**config.mk**
```make
export PLATFORM = sky130hd
export DESIGN_NAME = fp_norm_round_pipe
export DESIGN_NICKNAME = d
export VERILOG_FILES = /design/src/rtl/fp_norm_pkg.sv /design/src/rtl/fp_lzc.sv /design/src/rtl/fp_norm_round_pipe.sv
export SDC_FILE = /design/constraint.sdc
export NUM_CORES = 1
export LEC_CHECK = 0
export CAP_MARGIN = 25
export CORE_MARGIN = 8
export CORE_UTILIZATION = 60
export DETAILED_ROUTE_END_ITERATION = 10
export PLACE_DENSITY = 0.81
export SYNTH_ARGS = -nofsm -noshare
export SYNTH_HDL_FRONTEND = slang
export SYNTH_SLANG_ARGS = --single-unit
```
**constraint.sdc**
```tcl
create_clock -name clk -period 8.6 [get_ports clk]
set_clock_uncertainty 0.15 [all_clocks]
set_input_delay 0.86 -clock clk [delete_from_list [all_inputs] [get_ports clk]]
set_output_delay 0.86 -clock clk [all_outputs]
set_load 0.01 [all_outputs]
```
**src/rtl/fp_norm_pkg.sv**
```systemverilog
// fp_norm_pkg: shared encodings for the normalise/round pipeline.
// Rounding modes, flag bit positions and the exponent bias helper.
package fp_norm_pkg;

   localparam logic [1:0] RND_RNE = 2'd0;
   localparam logic [1:0] RND_RTZ = 2'd1;
   localparam logic [1:0] RND_RUP = 2'd2;
   localparam logic [1:0] RND_RDN = 2'd3;

   localparam int FLG_OVF  = 3;
   localparam int FLG_UF   = 2;
   localparam int FLG_NX   = 1;
   localparam int FLG_ZERO = 0;

   function automatic int fp_bias(input int exp_w);
      return (1 << (exp_w - 1)) - 1;
   endfunction

endpackage

```
**src/rtl/fp_lzc.sv**
```systemverilog
// fp_lzc: leading-zero counter, counted from the MSB.
// An all-zero input yields W.
module fp_lzc #(
   parameter  int W     = 48,
   localparam int CNT_W = $clog2(W + 1)
) (
   input  logic [W-1:0]     a_i,
   output logic [CNT_W-1:0] cnt_o
);

   // highest set bit wins because later iterations overwrite
   always_comb begin
      cnt_o = CNT_W'(W);
      for (int i = 0; i < W; i++) begin
         if (a_i[i]) cnt_o = CNT_W'(W - 1 - i);
      end
   end

endmodule

```
**src/rtl/fp_norm_round_pipe.sv**
```systemverilog
// fp_norm_round_pipe: 3-stage normalise / round / pack pipeline.
// Stages stall together when the output is held by downstream.
module fp_norm_round_pipe
   import fp_norm_pkg::*;
#(
   parameter int EXP_W = 8,
   parameter int MAN_W = 23,
   parameter int SIG_W = 48,
   parameter int EIN_W = EXP_W + 2
) (
   input  logic                     clk,
   input  logic                     rst,
   input  logic                     in_valid,
   output logic                     in_ready,
   input  logic                     in_sign,
   input  logic [EIN_W-1:0]         in_exp,
   input  logic [SIG_W-1:0]         in_sig,
   input  logic [1:0]               in_rnd,
   output logic                     out_valid,
   input  logic                     out_ready,
   output logic [EXP_W+MAN_W:0]     out_result,
   output logic [3:0]               out_flags
);

   localparam int LZ_W  = $clog2(SIG_W + 1);
   localparam int E_W   = EIN_W + 1;
   localparam int RES_W = 1 + EXP_W + MAN_W;
   localparam int GRD   = SIG_W - 2 - MAN_W;
   localparam logic signed [E_W-1:0] E_OVF =
      E_W'(2 * fp_bias(EXP_W) + 1);
   localparam logic [SIG_W-2:0] STK_M =
      {(SIG_W-1){1'b1}} >> (SIG_W - GRD);

   logic adv;

   logic v1_q, v2_q, v3_q;

   logic                s1_sign_q, s1_zero_q;
   logic [1:0]          s1_rnd_q;
   logic [E_W-1:0]      s1_e_q;
   logic [SIG_W-2:0]    s1_frac_q;

   logic                s2_sign_q, s2_zero_q, s2_nx_q;
   logic [1:0]          s2_rnd_q;
   logic signed [E_W-1:0] s2_e_q;
   logic [MAN_W-1:0]    s2_man_q;

   logic [RES_W-1:0]    res_q;
   logic [3:0]          flg_q;

   logic [LZ_W-1:0]     lzc;
   logic [SIG_W-1:0]    shl;
   logic [E_W-1:0]      s1_e_d;
   logic                s1_zero_d;

   logic [MAN_W-1:0]    man;
   logic                g, r, st, nx, inc;
   logic [MAN_W:0]      man_sum;
   logic [MAN_W-1:0]    s2_man_d;
   logic [E_W-1:0]      s2_e_d;

   logic                to_inf;
   logic [RES_W-1:0]    res_d;
   logic [3:0]          flg_d;

   assign adv        = ~(v3_q & ~out_ready);
   assign in_ready   = adv;
   assign out_valid  = v3_q;
   assign out_result = res_q;
   assign out_flags  = flg_q;

   fp_lzc #(.W(SIG_W)) u_lzc (
      .a_i   (in_sig),
      .cnt_o (lzc)
   );

   // S1 next state: shift leading 1 to the top, rebase exponent
   always_comb begin
      shl       = in_sig << lzc;
      s1_zero_d = ~shl[SIG_W-1];
      s1_e_d    = {in_exp[EIN_W-1], in_exp} + E_W'(1) - E_W'(lzc);
   end

   // S2 next state: pick mantissa/g/r/s and apply rounding increment
   always_comb begin
      man  = s1_frac_q[SIG_W-2 -: MAN_W];
      g    = s1_frac_q[GRD];
      r    = s1_frac_q[GRD-1];
      st   = |(s1_frac_q & STK_M);
      nx   = g | r | st;
      inc  = 1'b0;
      unique case (s1_rnd_q)
         RND_RNE: inc = g & (r | st | man[0]);
         RND_RTZ: inc = 1'b0;
         RND_RUP: inc = nx & ~s1_sign_q;
         RND_RDN: inc = nx & s1_sign_q;
      endcase
      man_sum  = {1'b0, man} + {{MAN_W{1'b0}}, inc};
      s2_man_d = man_sum[MAN_W-1:0];
      s2_e_d   = s1_e_q + E_W'(man_sum[MAN_W]);
   end

   // S3 next state: zero, overflow, underflow or normal packing
   always_comb begin
      to_inf = (s2_rnd_q == RND_RNE)
             | ((s2_rnd_q == RND_RUP) & ~s2_sign_q)
             | ((s2_rnd_q == RND_RDN) & s2_sign_q);
      res_d  = {s2_sign_q, s2_e_q[EXP_W-1:0], s2_man_q};
      flg_d  = '0;
      flg_d[FLG_NX] = s2_nx_q;
      if (s2_zero_q) begin
         res_d = {s2_sign_q, {(RES_W-1){1'b0}}};
         flg_d = '0;
         flg_d[FLG_ZERO] = 1'b1;
      end else if (s2_e_q >= E_OVF) begin
         res_d = to_inf
               ? {s2_sign_q, {EXP_W{1'b1}}, {MAN_W{1'b0}}}
               : {s2_sign_q, {(EXP_W-1){1'b1}}, 1'b0,
                  {MAN_W{1'b1}}};
         flg_d[FLG_OVF] = 1'b1;
         flg_d[FLG_NX]  = 1'b1;
      end else if (s2_e_q[E_W-1] | (s2_e_q == '0)) begin
         res_d = {s2_sign_q, {(RES_W-1){1'b0}}};
         flg_d[FLG_UF]   = 1'b1;
         flg_d[FLG_NX]   = 1'b1;
         flg_d[FLG_ZERO] = 1'b1;
      end
   end

   // stage valid bits; bubbles move whenever the output is not held
   always_ff @(posedge clk or posedge rst) begin
      if (rst) begin
         v1_q <= 1'b0;
         v2_q <= 1'b0;
         v3_q <= 1'b0;
      end else if (adv) begin
         v1_q <= in_valid;
         v2_q <= v1_q;
         v3_q <= v2_q;
      end
   end

   // S1 register: normalised fraction and exponent
   always_ff @(posedge clk or posedge rst) begin
      if (rst) begin
         s1_sign_q <= 1'b0;
         s1_zero_q <= 1'b0;
         s1_rnd_q  <= '0;
         s1_e_q    <= '0;
         s1_frac_q <= '0;
      end else if (adv) begin
         s1_sign_q <= in_sign;
         s1_zero_q <= s1_zero_d;
         s1_rnd_q  <= in_rnd;
         s1_e_q    <= s1_e_d;
         s1_frac_q <= shl[SIG_W-2:0];
      end
   end

   // S2 register: rounded mantissa and adjusted exponent
   always_ff @(posedge clk or posedge rst) begin
      if (rst) begin
         s2_sign_q <= 1'b0;
         s2_zero_q <= 1'b0;
         s2_nx_q   <= 1'b0;
         s2_rnd_q  <= '0;
         s2_e_q    <= '0;
         s2_man_q  <= '0;
      end else if (adv) begin
         s2_sign_q <= s1_sign_q;
         s2_zero_q <= s1_zero_q;
         s2_nx_q   <= nx;
         s2_rnd_q  <= s1_rnd_q;
         s2_e_q    <= s2_e_d;
         s2_man_q  <= s2_man_d;
      end
   end

   // S3 register: packed result and flags held while stalled
   always_ff @(posedge clk or posedge rst) begin
      if (rst) begin
         res_q <= '0;
         flg_q <= '0;
      end else if (adv) begin
         res_q <= res_d;
         flg_q <= flg_d;
      end
   end

endmodule
```
# After elaboration in Yosys (flattened, before gate mapping)
# Cells that the tools add are included.
[op_classes]
n_addsub = 4
n_mul = 0
div_mod_pow = 0
order_cmp = 1
eq_ne = 5
shift = 1
n_mux = 59
n_bitwise = 18
reduce_logical = 4
[ops]
columns = ["op", "count"]
rows = [
  ["6-bit 2-to-1 mux", 32],
  ["31-bit 2-to-1 mux", 3],
  ["5-bit 2-to-1 mux", 16],
  ["48-bit by 6-bit << shifter with 48-bit output", 1],
  ["23-bit by 1-bit adder with 24-bit output", 1],
  ["24-bit 2-to-1 mux", 1],
  ["22-bit OR reduction", 1],
  ["10-bit by 2-bit adder with 11-bit output, second input constant", 1],
  ["11-bit by 1-bit adder with 11-bit output", 1],
  ["11-bit by 9-bit >= comparator with 1-bit output, second input constant", 1],
  ["11-bit logical NOT", 1],
  ["11-bit by 6-bit subtractor with 11-bit output", 1],
  ["2-bit == test, second input constant", 4],
  ["1-bit OR", 7],
  ["1-bit AND", 6],
  ["1-bit inverter", 5],
  ["2-bit logical NOT", 2],
  ["1-bit 2-to-1 mux", 4],
  ["4-bit 2-to-1 mux", 1],
  ["1-bit one-hot mux with 4 select lines", 1],
  ["3-bit 2-to-1 mux", 1],
  ["2-bit by 1-bit == test with 1-bit output, second input constant", 1],
]
[word_totals]
regBits = 140
latchBits = 0
ram_bits = 0
mem_bits_ro = 0
input_bits = 65
output_inout_bits = 38
wordCells = 108
mem_count = 0

# Longest topological paths before layout
# Gate-level depths: netlist (run 1).
[depth]
word_depth = 50
mapped_depth = 22

# By module
# Synthesis (run 1) repeated with hierarchy kept, for this count alone.
[hier_totals]
cells_unflattened = 1087
area_unflattened_um2 = 9446.6
[by_module_without_submodules]
columns = ["module", "instances", "cells_per_inst", "area_each_um2", "seq_area_each_um2"]
rows = [
  ["fp_norm_round_pipe", 1, 979, 8831.0, 3503.4],
  ["fp_lzc", 1, 108, 615.6, 0.0],
]

# Worst setup path before layout (run 1)
# Ideal clock, no wire load.
[synth_timing]
kind = "input -> register"
from = "in in_sig[8]"
to = "reg s1_e_q[9]"
arrival_time_ns = 4.524
required_time_ns = 8.317
setup_slack_ns = 3.793
cell_stages = 22
path_buffers = 4
path_cell_list = "clkbuf_1 nor4_1 o31a_1 o211ai_1 a211oi_2 nor2_4 buf_4 buf_2 buf_2 ha_1 inv_1 ha_1 fa_1 a21oi_1 nor2_1 nor2_1 o21bai_1 a21oi_1 o21bai_1 a21oi_1 xor2_1 o21ai_0"
[synth_between]
elab_chain_len = 41
[synth_rtl]
columns = ["element", "line", "text"]
rows = [
  ["start, declared", "fp_norm_round_pipe.sv:17", "input logic [SIG_W-1:0] in_sig,"],
  ["5-bit 2-to-1 mux (8 in series)", "fp_lzc.sv:15", "if (a_i[i]) cnt_o = CNT_W'(W - 1 - i);"],
  ["6-bit 2-to-1 mux (32 in series)", "fp_lzc.sv:15", ""],
  ["11-bit by 6-bit subtractor with 11-bit output", "fp_norm_round_pipe.sv:81", "s1_e_d = {in_exp[EIN_W-1], in_exp} + E_W'(1) - E_W'(lzc);"],
  ["end signal, assigned", "fp_norm_round_pipe.sv:149", "s1_e_q <= '0;"],
  ["end signal, assigned", "fp_norm_round_pipe.sv:155", "s1_e_q <= s1_e_d;"],
  ["end, declared", "fp_norm_round_pipe.sv:40", "logic [E_W-1:0] s1_e_q;"],
]
# Every way passes these cells.
# A chain may end at the register's enable or synchronous reset.

# Worst setup path in the final report (run 1)
[layout_timing]
from = "in in_sig[47]"
to = "reg s1_e_q[9]"
[layout_between]
elab_chain_len = 2
[layout_rtl]
columns = ["element", "line"]
rows = [
  ["6-bit 2-to-1 mux", "fp_lzc.sv:15"],
  ["11-bit by 6-bit subtractor with 11-bit output", "fp_norm_round_pipe.sv:81"],
]
# Every way passes these cells.

==> impl_metrics.toml, run 1 <==
[clock_network]
postCtsSetupRepairBufs = 0
cts.repair.resized = 0
cts_root_buffer = "clkbuf_16"
cts_buffers = 17
hold_buffers = 0
cts_num_sinks = 140
path_clk_slew_ns = 0.07
clockBufferDepth = 2
clk-insertion-delay-late_ns = 0.42
cts_tree = "yes"
htree_levels = 4

[yosys]
yosys.area_share.simple_pct = 23.3
yosysWarnings = 0
synth-adder-area-share_pct = 2.52
synthXorXnorAreaFrac_pct = 3.34
ys.flop_type = "dfrtp_1"
yosys.area.top_type = "dfrtp_1"
synth-edff-count = 0
syn_inst = 1248
synth_top_family_by_area = "simple AND/OR/NAND/NOR gates"
synth_compound_area_share_pct = 22.5
yosysUniqueCellTypes = 84
async_flop_share_pct = 100
avgSynthCellArea_sq_um = 8.18
synth_area_leaders = "dfrtp_1 34%, nand2_1 8.5%, mux2i_1 6.6%, o21ai_0 4.9%, nor2_1 4.2%"
synth_area_sq_um = 10200
netlist.area_leader.share_pct = 34.3
synthMuxAreaShare_pct = 9.36
ys_ff_latch = 140
seq_area_frac_synth_pct = 34.3
syn-num-nets = 1333

[detailed_routing]
wl_per_cell_microns = 20.9
drtIter0Drc = 1083
vias = 9972
route.detailed.drc = 0
via_per_inst = 6.53
wl_mm = 32.0
dr.pass1.iters = 5
antenna_left = 0

[status]
status = "finished clean"

[layout]
regArea_sq_um = 3500
final_nets = 1380
area_growth_pct = 15.8
multi_input_area_sq_um = 6250
drive_above_1_share_pct = 7.34
antennaDiodeCount = 0
final_cell_mix = "232 x nand2_1, 140 x dfrtp_1, 114 x nor2_1"
mostFrequentLayoutCell = "nand2_1"
fillCellCount = 1364
instances_no_fill = 1528
postLayoutCoreUtil_pct = 71.1

[setup_path]
crit_fanout = 18
arrival_ns = 6.14
start_kind = "input pin"
crit_type = "input pin to register"
critical_path.endpoint_type = "register"
required_ns = 8.72

[min_path]
min_path_type = "register to register"

[floorplan]
std_cell_rows = 47
core_area_sq_um = 16600
fp.dieH_microns = 146
io_pins = 103
start_util_pct = 61.4
die_x_microns = 146
dieArea_sq_um = 21500

[global_routing]
antenna_found_initial = 0
track_usage_pct = 29.5
grt_pass1_wl_mm = 51.6
grt_pass1_vias = 9397
grt_max_degree = 114
overflow = 0

[run]
maxCapViolCount = 0

[sta]
slew_headroom_pct = 24.5
setup_viol = 0
finalSetupTns_ns = 0
worstMarginPinSlew_ns = 1.10
period_minus_slack_ns = 6.02
grt_setup_unrepaired = "false"
fmax_mhz = 166
final-max-slew-violation-count = 0
layout_worst_path_cycle_share_pct = 70.0
hold_viol = 0
setup_slack_ns = 2.58

[power_and_ir_drop]
ir_worst_vdd_uv = 186
leakage_nw = 4.84
total_power_mw = 2.79
power_density_nw_per_um2 = 236

[placement]
place.gp.congestion = 1.01
place_inst = 1496
hpwl_mm = 23.4
place_worst_setup_slack_ns = 2.24
portBuffers = 102
## metal layers
metal / GRT usage [%] / vias to the layer above / wire length (microns)
li1: - / 4653 / -
met1: 39.4 / 4690 / 13600
met2: 45.6 / 533 / 14500
met3: 5.69 / 96 / 2540
met4: 13.1 / 0 / 1320
met5: 0 / - / 0
## through the flow
step,hold WS [ns],area [sq um]
floorplan,0.280,10200
global placement,0.290,11200
detailed placement,0.305,11200
CTS,0.322,11800
global route,0.337,11800
finish,0.315,11800
## report_power, final
| part | internal [mW] | switching [mW] |
|---|---|---|
| Combinational | 0.423 | 0.563 |
| Clock | 0.391 | 0.335 |
| Sequential | 0.894 | 0.185 |
## cell type report
class | instances | share of cell area (%)
well taps | 220 | 2.33
inverters | 23 | 0.772
repair buffers | 115 | 9.46
clock buffers | 17 | 3.60
flip-flops and latches | 140 | 29.6
clock inverters | 15 | 1.37
multi-input cells | 998 | 52.9
## kinds of logic (layout without fill, tap and decap cells)
family,count (synthesis),in the layout
AO/OA/AOI/OAI,328,328
XOR/XNOR,39,39
multiplexers,89,89
buffers and inverters,110,170
AND/OR/NAND/NOR,522,522
flip-flops,140,140
adder cells (fa/ha/maj),20,20
## critical path, stage by stage
cell and delay (ns):
clkdlybuf4s50_1 0.74, nor4_4 0.79, and2_1 0.53, o2111ai_2 0.55, nand2_2 0.41, inv_2 0.20
ha_1 0.24, ha_1 0.21, fa_1 0.42, a21oi_1 0.17, nor2_1 0.05, nor2_1 0.15
o21bai_1 0.09, a21oi_1 0.22, o21bai_1 0.09, a21oi_1 0.17, xor2_1 0.17, o21ai_0 0.09
## cells in the mapped netlist, drive strengths merged (4+ instances only)
library cell,count
o21ai,103
a22oi,6
nand4,34
a211oi,30
nand2,233
a31oi,9
clkbuf,47
nand3,31
mux2i,68
a22o,9
dfrtp,140
and2,20
ha,19
a21oi,41
o31ai,8
o21a,9
nand2b,7
xnor2,18
a311oi,11
a221o,5
o22a,5
o211ai,22
o221ai,7
o21bai,8
nor4,21
nor2,118
a21o,5
o311ai,5
mux2,19
buf,40
o22ai,7
xor2,21
inv,23
and3,17
nor2b,12
or3,4
nor3,17
a311o,7
a221oi,6
## path summary, 6_finish.rpt
kind | start | end | slack [ns] | cells after the start
worst max-delay path | in_sig[47] | s1_e_q[9] | 2.58 | 18
worst min-delay path | v2_q | v2_q | 0.32 | 2
worst max register to register | s1_frac_q[0] | s2_e_q[10] | 4.88 | 16
worst min register to register | v2_q | v2_q | 0.32 | 2
max in group asynchronous | rst | s1_frac_q[43] | 6.27 | 3
min in group asynchronous | rst | out_flags[3] | 0.76 | 2
## sequential cells by signal, indices dropped and copies added, names as in the netlist, 2 cells and up
name and flops:
s1_e_q 11, s2_e_q 11, s1_rnd_q 2, out_flags 4, out_result 32, s2_rnd_q 2, s1_frac_q 47, s2_man_q 23
(Power assumes the default switching activity.)
==> run 2, diff against run 1 <==
CORE_UTILIZATION = 59   (was 60)
PLACE_DENSITY = 0.8   (was 0.81)
clock period = 6.1 ns   (was 8.6 ns; I/O delays follow)
==> run 2 against run 1 <==
Worst setup slack lost 1.5 ns; final cell count grew 0.79%; count of clock-buffer cells in the layout is the same; flip-flop and latch count is the same; critical endpoint unchanged.
==> impl_metrics.toml, run 2 (synthesized netlist as in run 1, its figures left out) <==
[setup_path]
crit_chain = "clkdlybuf4s50_1 -> nor2b_1 -> o21bai_2 -> and2_1 -> o2111ai_2 -> nand2_2 -> inv_2 -> ha_1 -> ha_1 -> fa_1 -> a21oi_1 -> nor2_1 -> nor2_1 -> o21bai_1 -> a21oi_1 -> o21bai_1 -> a21oi_1 -> xor2_1 -> o21ai_0"
cpMostUsedCell = "a21oi_1"
required_ns = 6.22
crit_family = "compound AO/OA/AOI/OAI gates"
crit_type = "input pin to register"
critical-path-max-stage-delay_ns = 0.60
cp_slowest_cell = "o21bai_2"
critical_path.endpoint_type = "register"
path_buf_inv = 2
start_kind = "input pin"
crit_fanout = 18
arrival_ns = 5.16

[detailed_routing]
antenna_left = 0
wl_mm = 32.0
dr.pass1.iters = 5
vias = 9928
drtIter0Drc = 892
route.detailed.drc = 0
wl_per_cell_microns = 20.8
via_per_inst = 6.45

[placement]
portBuffers = 102
place_inst = 1508
place_worst_setup_slack_ns = 0.701
place.gp.congestion = 0.972
hpwl_mm = 23.7

[sta]
setup_slack_ns = 1.05
final-max-slew-violation-count = 0
period_minus_slack_ns = 5.05
layout_worst_path_cycle_share_pct = 82.7
grt_setup_unrepaired = "false"
fmax_mhz = 198
setup_viol = 0
hold_viol = 0
slew_headroom_pct = 32.2
finalSetupTns_ns = 0
worstMarginPinSlew_ns = 1.02

[layout]
instances_no_fill = 1540
antennaDiodeCount = 0
mostFrequentLayoutCell = "nand2_1"
final_nets = 1387
postLayoutCoreUtil_pct = 69.3
largest_reg_flops = 47
drive_above_1_share_pct = 7.83
area_growth_pct = 16.1
max_flop_register = "s1_frac_q"
final_cell_mix = "232 x nand2_1, 140 x dfrtp_1, 114 x nor2_1"
fillCellCount = 1372

[run]
maxCapViolCount = 0

[clock_network]
cts_num_sinks = 140
postCtsSetupRepairBufs = 0
clockBufferDepth = 2
cts.repair.resized = 0
path_clk_slew_ns = 0.06
hold_buffers = 0
clk-insertion-delay-late_ns = 0.42
cts_buffers = 17
cts_tree = "yes"
cts_root_buffer = "clkbuf_16"
htree_levels = 4

[power_and_ir_drop]
ir_worst_vdd_uv = 244
leakage_nw = 4.86
power_density_nw_per_um2 = 329

[status]
status = "finished clean"

[floorplan]
io_pins = 103
std_cell_rows = 48
fp.dieH_microns = 148
start_util_pct = 59.7
dieArea_sq_um = 21800
core_area_sq_um = 17100
die_x_microns = 148

[global_routing]
track_usage_pct = 29.4
antenna_found_initial = 0
grt_pass1_vias = 9513
grt_pass1_wl_mm = 51.7
overflow = 0
grt_max_degree = 101

[min_path]
min_path_type = "register to register"
==> run 2: changes by cell type in the layout (fill, tap and decap cells not counted), sizes merged <==
cell / delta
clkinvlp: -1
inv: -2
buf: +7
clkinv: +3
==> run 2: cell type report <==
class | instances | area [sq um] | area share [%]
clock inverters | 15 | 129 | 1.09
multi-input cells | 998 | 6250 | 52.7
repair buffers | 122 | 1170 | 9.88
well taps | 225 | 282 | 2.37
flip-flops and latches | 140 | 3500 | 29.6
clock buffers | 17 | 425 | 3.59
inverters | 23 | 91.3 | 0.770
==> run 2: worst reg2reg max path, cell delays in order (launching register included) <==
cell     delay [ns]
dfrtp_1        0.43
nor4_1         0.42
nand4_1        0.19
or3_1          0.38
a21oi_1        0.15
nor3_1         0.08
ha_1           0.25
nand3_1        0.09
nor2_1         0.10
and2_1         0.21
and3_1         0.24
ha_1           0.22
ha_1           0.25
nand3_1        0.14
nor2_1         0.07
xnor2_1        0.14
o21ai_0        0.09
==> run 2: power by group <==
group          switching [mW]  internal, mW  total [mW]  leakage, nW
Sequential              0.264          1.26        1.53         1.70
Clock                   0.447         0.534       0.981        0.271
Combinational           0.790         0.601        1.39         2.89
Total                    1.50          2.40        3.90         4.86
==> run 2: per-stage QoR <==
| stage | total power [mW] | instance area, sq um | hold WS, ns |
|---|---|---|---|
| 2_1_floorplan | 2.32 | 10200 | 0.280 |
| 3_3_place_gp | 2.85 | 11300 | 0.292 |
| 3_5_place_dp | 2.90 | 11300 | 0.307 |
| 4_1_cts | 3.89 | 11900 | 0.323 |
| 5_1_grt | 4.13 | 11900 | 0.350 |
| 6_report | 3.90 | 11900 | 0.318 |
==> run 2: final timing paths <==
kind,slack [ns],cells past startpoint,to,startpoint
worst max register to register,2.35,16,s2_e_q[10],s1_frac_q[0]
worst min register to register,0.32,2,s2_man_q[0],s2_man_q[0]
min in group asynchronous,0.53,2,out_result[28],rst
worst min-delay path,0.32,2,s2_man_q[0],s2_man_q[0]
max in group asynchronous,4.01,3,s2_man_q[13],rst
worst max-delay path,1.05,19,s1_e_q[9],in_sig[29]
==> run 2: metal layers <==
metal  wire length (microns)  up-vias  global-route usage, %
li1                        -     4657                      -
met1                   13300     4729                   37.4
met2                   14800      447                   47.0
met3                    2460       95                   5.93
met4                    1430        0                   14.0
met5                       0        -                      0
==> run 3, diff against run 2 <==
CORE_UTILIZATION = 53   (was 59)
PLACE_DENSITY = 0.76   (was 0.8)
clock period = 4.3 ns   (was 6.1 ns; I/O delays follow)
==> run 3 against run 2 <==
Sequential share of layout area is 2.8 points lower; die area up 10%; core utilization grew 0.25 points; sequential power up 42%; worst setup slack worse by 0.90 ns; first-iteration DRC count increased by 13%; routed wire length increased by 5.1%; register-to-register slack worse by 1.8 ns; highest routed layer unchanged.
==> impl_metrics.toml, run 3 (synthesized netlist as in run 1, its figures left out) <==
[sta]
finalSetupTns_ns = 0
setup_viol = 0
setup_slack_ns = 0.158
fmax_mhz = 241
holdWs_ns = 0.0903
layout_worst_path_cycle_share_pct = 96.3
slew_headroom_pct = 40.7
hold_viol = 0
final-max-slew-violation-count = 0
period_minus_slack_ns = 4.14
grt_setup_unrepaired = "false"
worstMarginPinSlew_ns = 0.890

[power_and_ir_drop]
power_density_nw_per_um2 = 442
leakage_nw = 5.61
ir_worst_vdd_uv = 288
total_power_mw = 5.79

[setup_path]
critical_path.endpoint_type = "register"
crit_chain = "clkdlybuf4s50_1 -> buf_4 -> nor2_1 -> o31ai_1 -> buf_4 -> a211oi_1 -> a211oi_2 -> nor2_4 -> ha_1 -> inv_1 -> ha_1 -> fa_1 -> a21oi_1 -> nor2_1 -> nor2_1 -> o21bai_1 -> a21oi_1 -> o21bai_1 -> a21oi_1 -> xor2_1 -> o21ai_0"
crit_family = "compound AO/OA/AOI/OAI gates"
cp_slowest_cell = "clkdlybuf4s50_1"
critical-path-max-stage-delay_ns = 0.49
crit_type = "input pin to register"
path_buf_inv = 4
arrival_ns = 4.27
crit_fanout = 7
start_kind = "input pin"
required_ns = 4.43

[clock_network]
clk-insertion-delay-late_ns = 0.43
htree_levels = 4
cts_buffers = 17
path_clk_slew_ns = 0.07
cts_tree = "yes"
clockBufferDepth = 2
cts_root_buffer = "clkbuf_16"
cts_num_sinks = 140

[floorplan]
fp.dieH_microns = 155
core_area_sq_um = 18800
start_util_pct = 54.2
std_cell_rows = 50
die_x_microns = 155
dieArea_sq_um = 24000
io_pins = 103

[detailed_routing]
drtIter0Drc = 1006
route.detailed.drc = 0
vias = 10500
via_per_inst = 6.10
wl_per_cell_microns = 19.6
antenna_left = 0
wl_mm = 33.7
dr.pass1.iters = 6

[layout]
postLayoutCoreUtil_pct = 69.5
max_flop_register = "s1_frac_q"
final_nets = 1534
design_area_sq_um = 13100
drive_above_1_share_pct = 17.0
antennaDiodeCount = 0
instances_no_fill = 1722
area_growth_pct = 28.2
mostFrequentLayoutCell = "nand2_1"
largest_reg_flops = 47
final_cell_mix = "232 x nand2_1, 163 x buf_4, 140 x dfrtp_1"

[global_routing]
overflow = 0
grt_pass1_vias = 10200
track_usage_pct = 28.1
antenna_found_initial = 0
grt_pass1_wl_mm = 54.1
grt_max_degree = 90

[placement]
place_inst = 1689
place_worst_setup_slack_ns = -0.306
postPlaceCellArea_sq_um = 12500
place.gp.congestion = 0.961
portBuffers = 102
hpwl_mm = 25.6

[min_path]
min_path_type = "input pin to async pin"

[run]
maxCapViolCount = 0

[status]
status = "finished clean"
[run 3: cell types whose count changed in the layout (fill, tap and decap cells not counted), sizes merged]
cell and change:
buf +147, bufinv +2, clkbuf +1, clkinv -4, inv +1
[run 3: repair_timing]
item,CTS,global route
gates resized for setup,0,2
buffers inserted,0,0
endpoints found under the setup margin,0,3
hold endpoints to repair,0,0
hold buffers,0,0
[run 3: layout make-up]
| class | count | area, sq um |
|---|---|---|
| tap | 260 | 325 |
| timing repair buffer | 269 | 2320 |
| sequential | 140 | 3500 |
| fill | 1580 | 5740 |
| clock buffer | 18 | 429 |
| inverter | 23 | 90.1 |
| clock inverter | 14 | 170 |
| multi-input combinational | 998 | 6250 |
[run 3: worst paths after layout]
| path | startpoint | endpoint | slack [ns] | cells after the start |
|---|---|---|---|---|
| min in group clk | s2_man_q[0] | s2_man_q[0] | 0.32 | 2 |
| worst max register to register | s1_frac_q[11] | s2_e_q[10] | 0.56 | 16 |
| worst min-delay path | rst | out_result[28] | 0.09 | 2 |
| max in group asynchronous | rst | s2_e_q[9] | 3.14 | 4 |
| worst max-delay path | in_sig[15] | s1_e_q[9] | 0.16 | 21 |
| worst min register to register | s2_man_q[0] | s2_man_q[0] | 0.32 | 2 |
[run 3: report_power, final]
part	leakage [nW]	switching [mW]	internal [mW]
clock network	0.294	0.625	0.880
registers	1.70	0.384	1.79
logic	3.62	1.14	0.970
[run 3: layer usage]
metal / global-route usage [%] / part of all wire, %
met5: 0 / 0
met4: 10.5 / 3.1
met3: 4.90 / 7.2
met2: 46.2 / 48
met1: 36.4 / 42
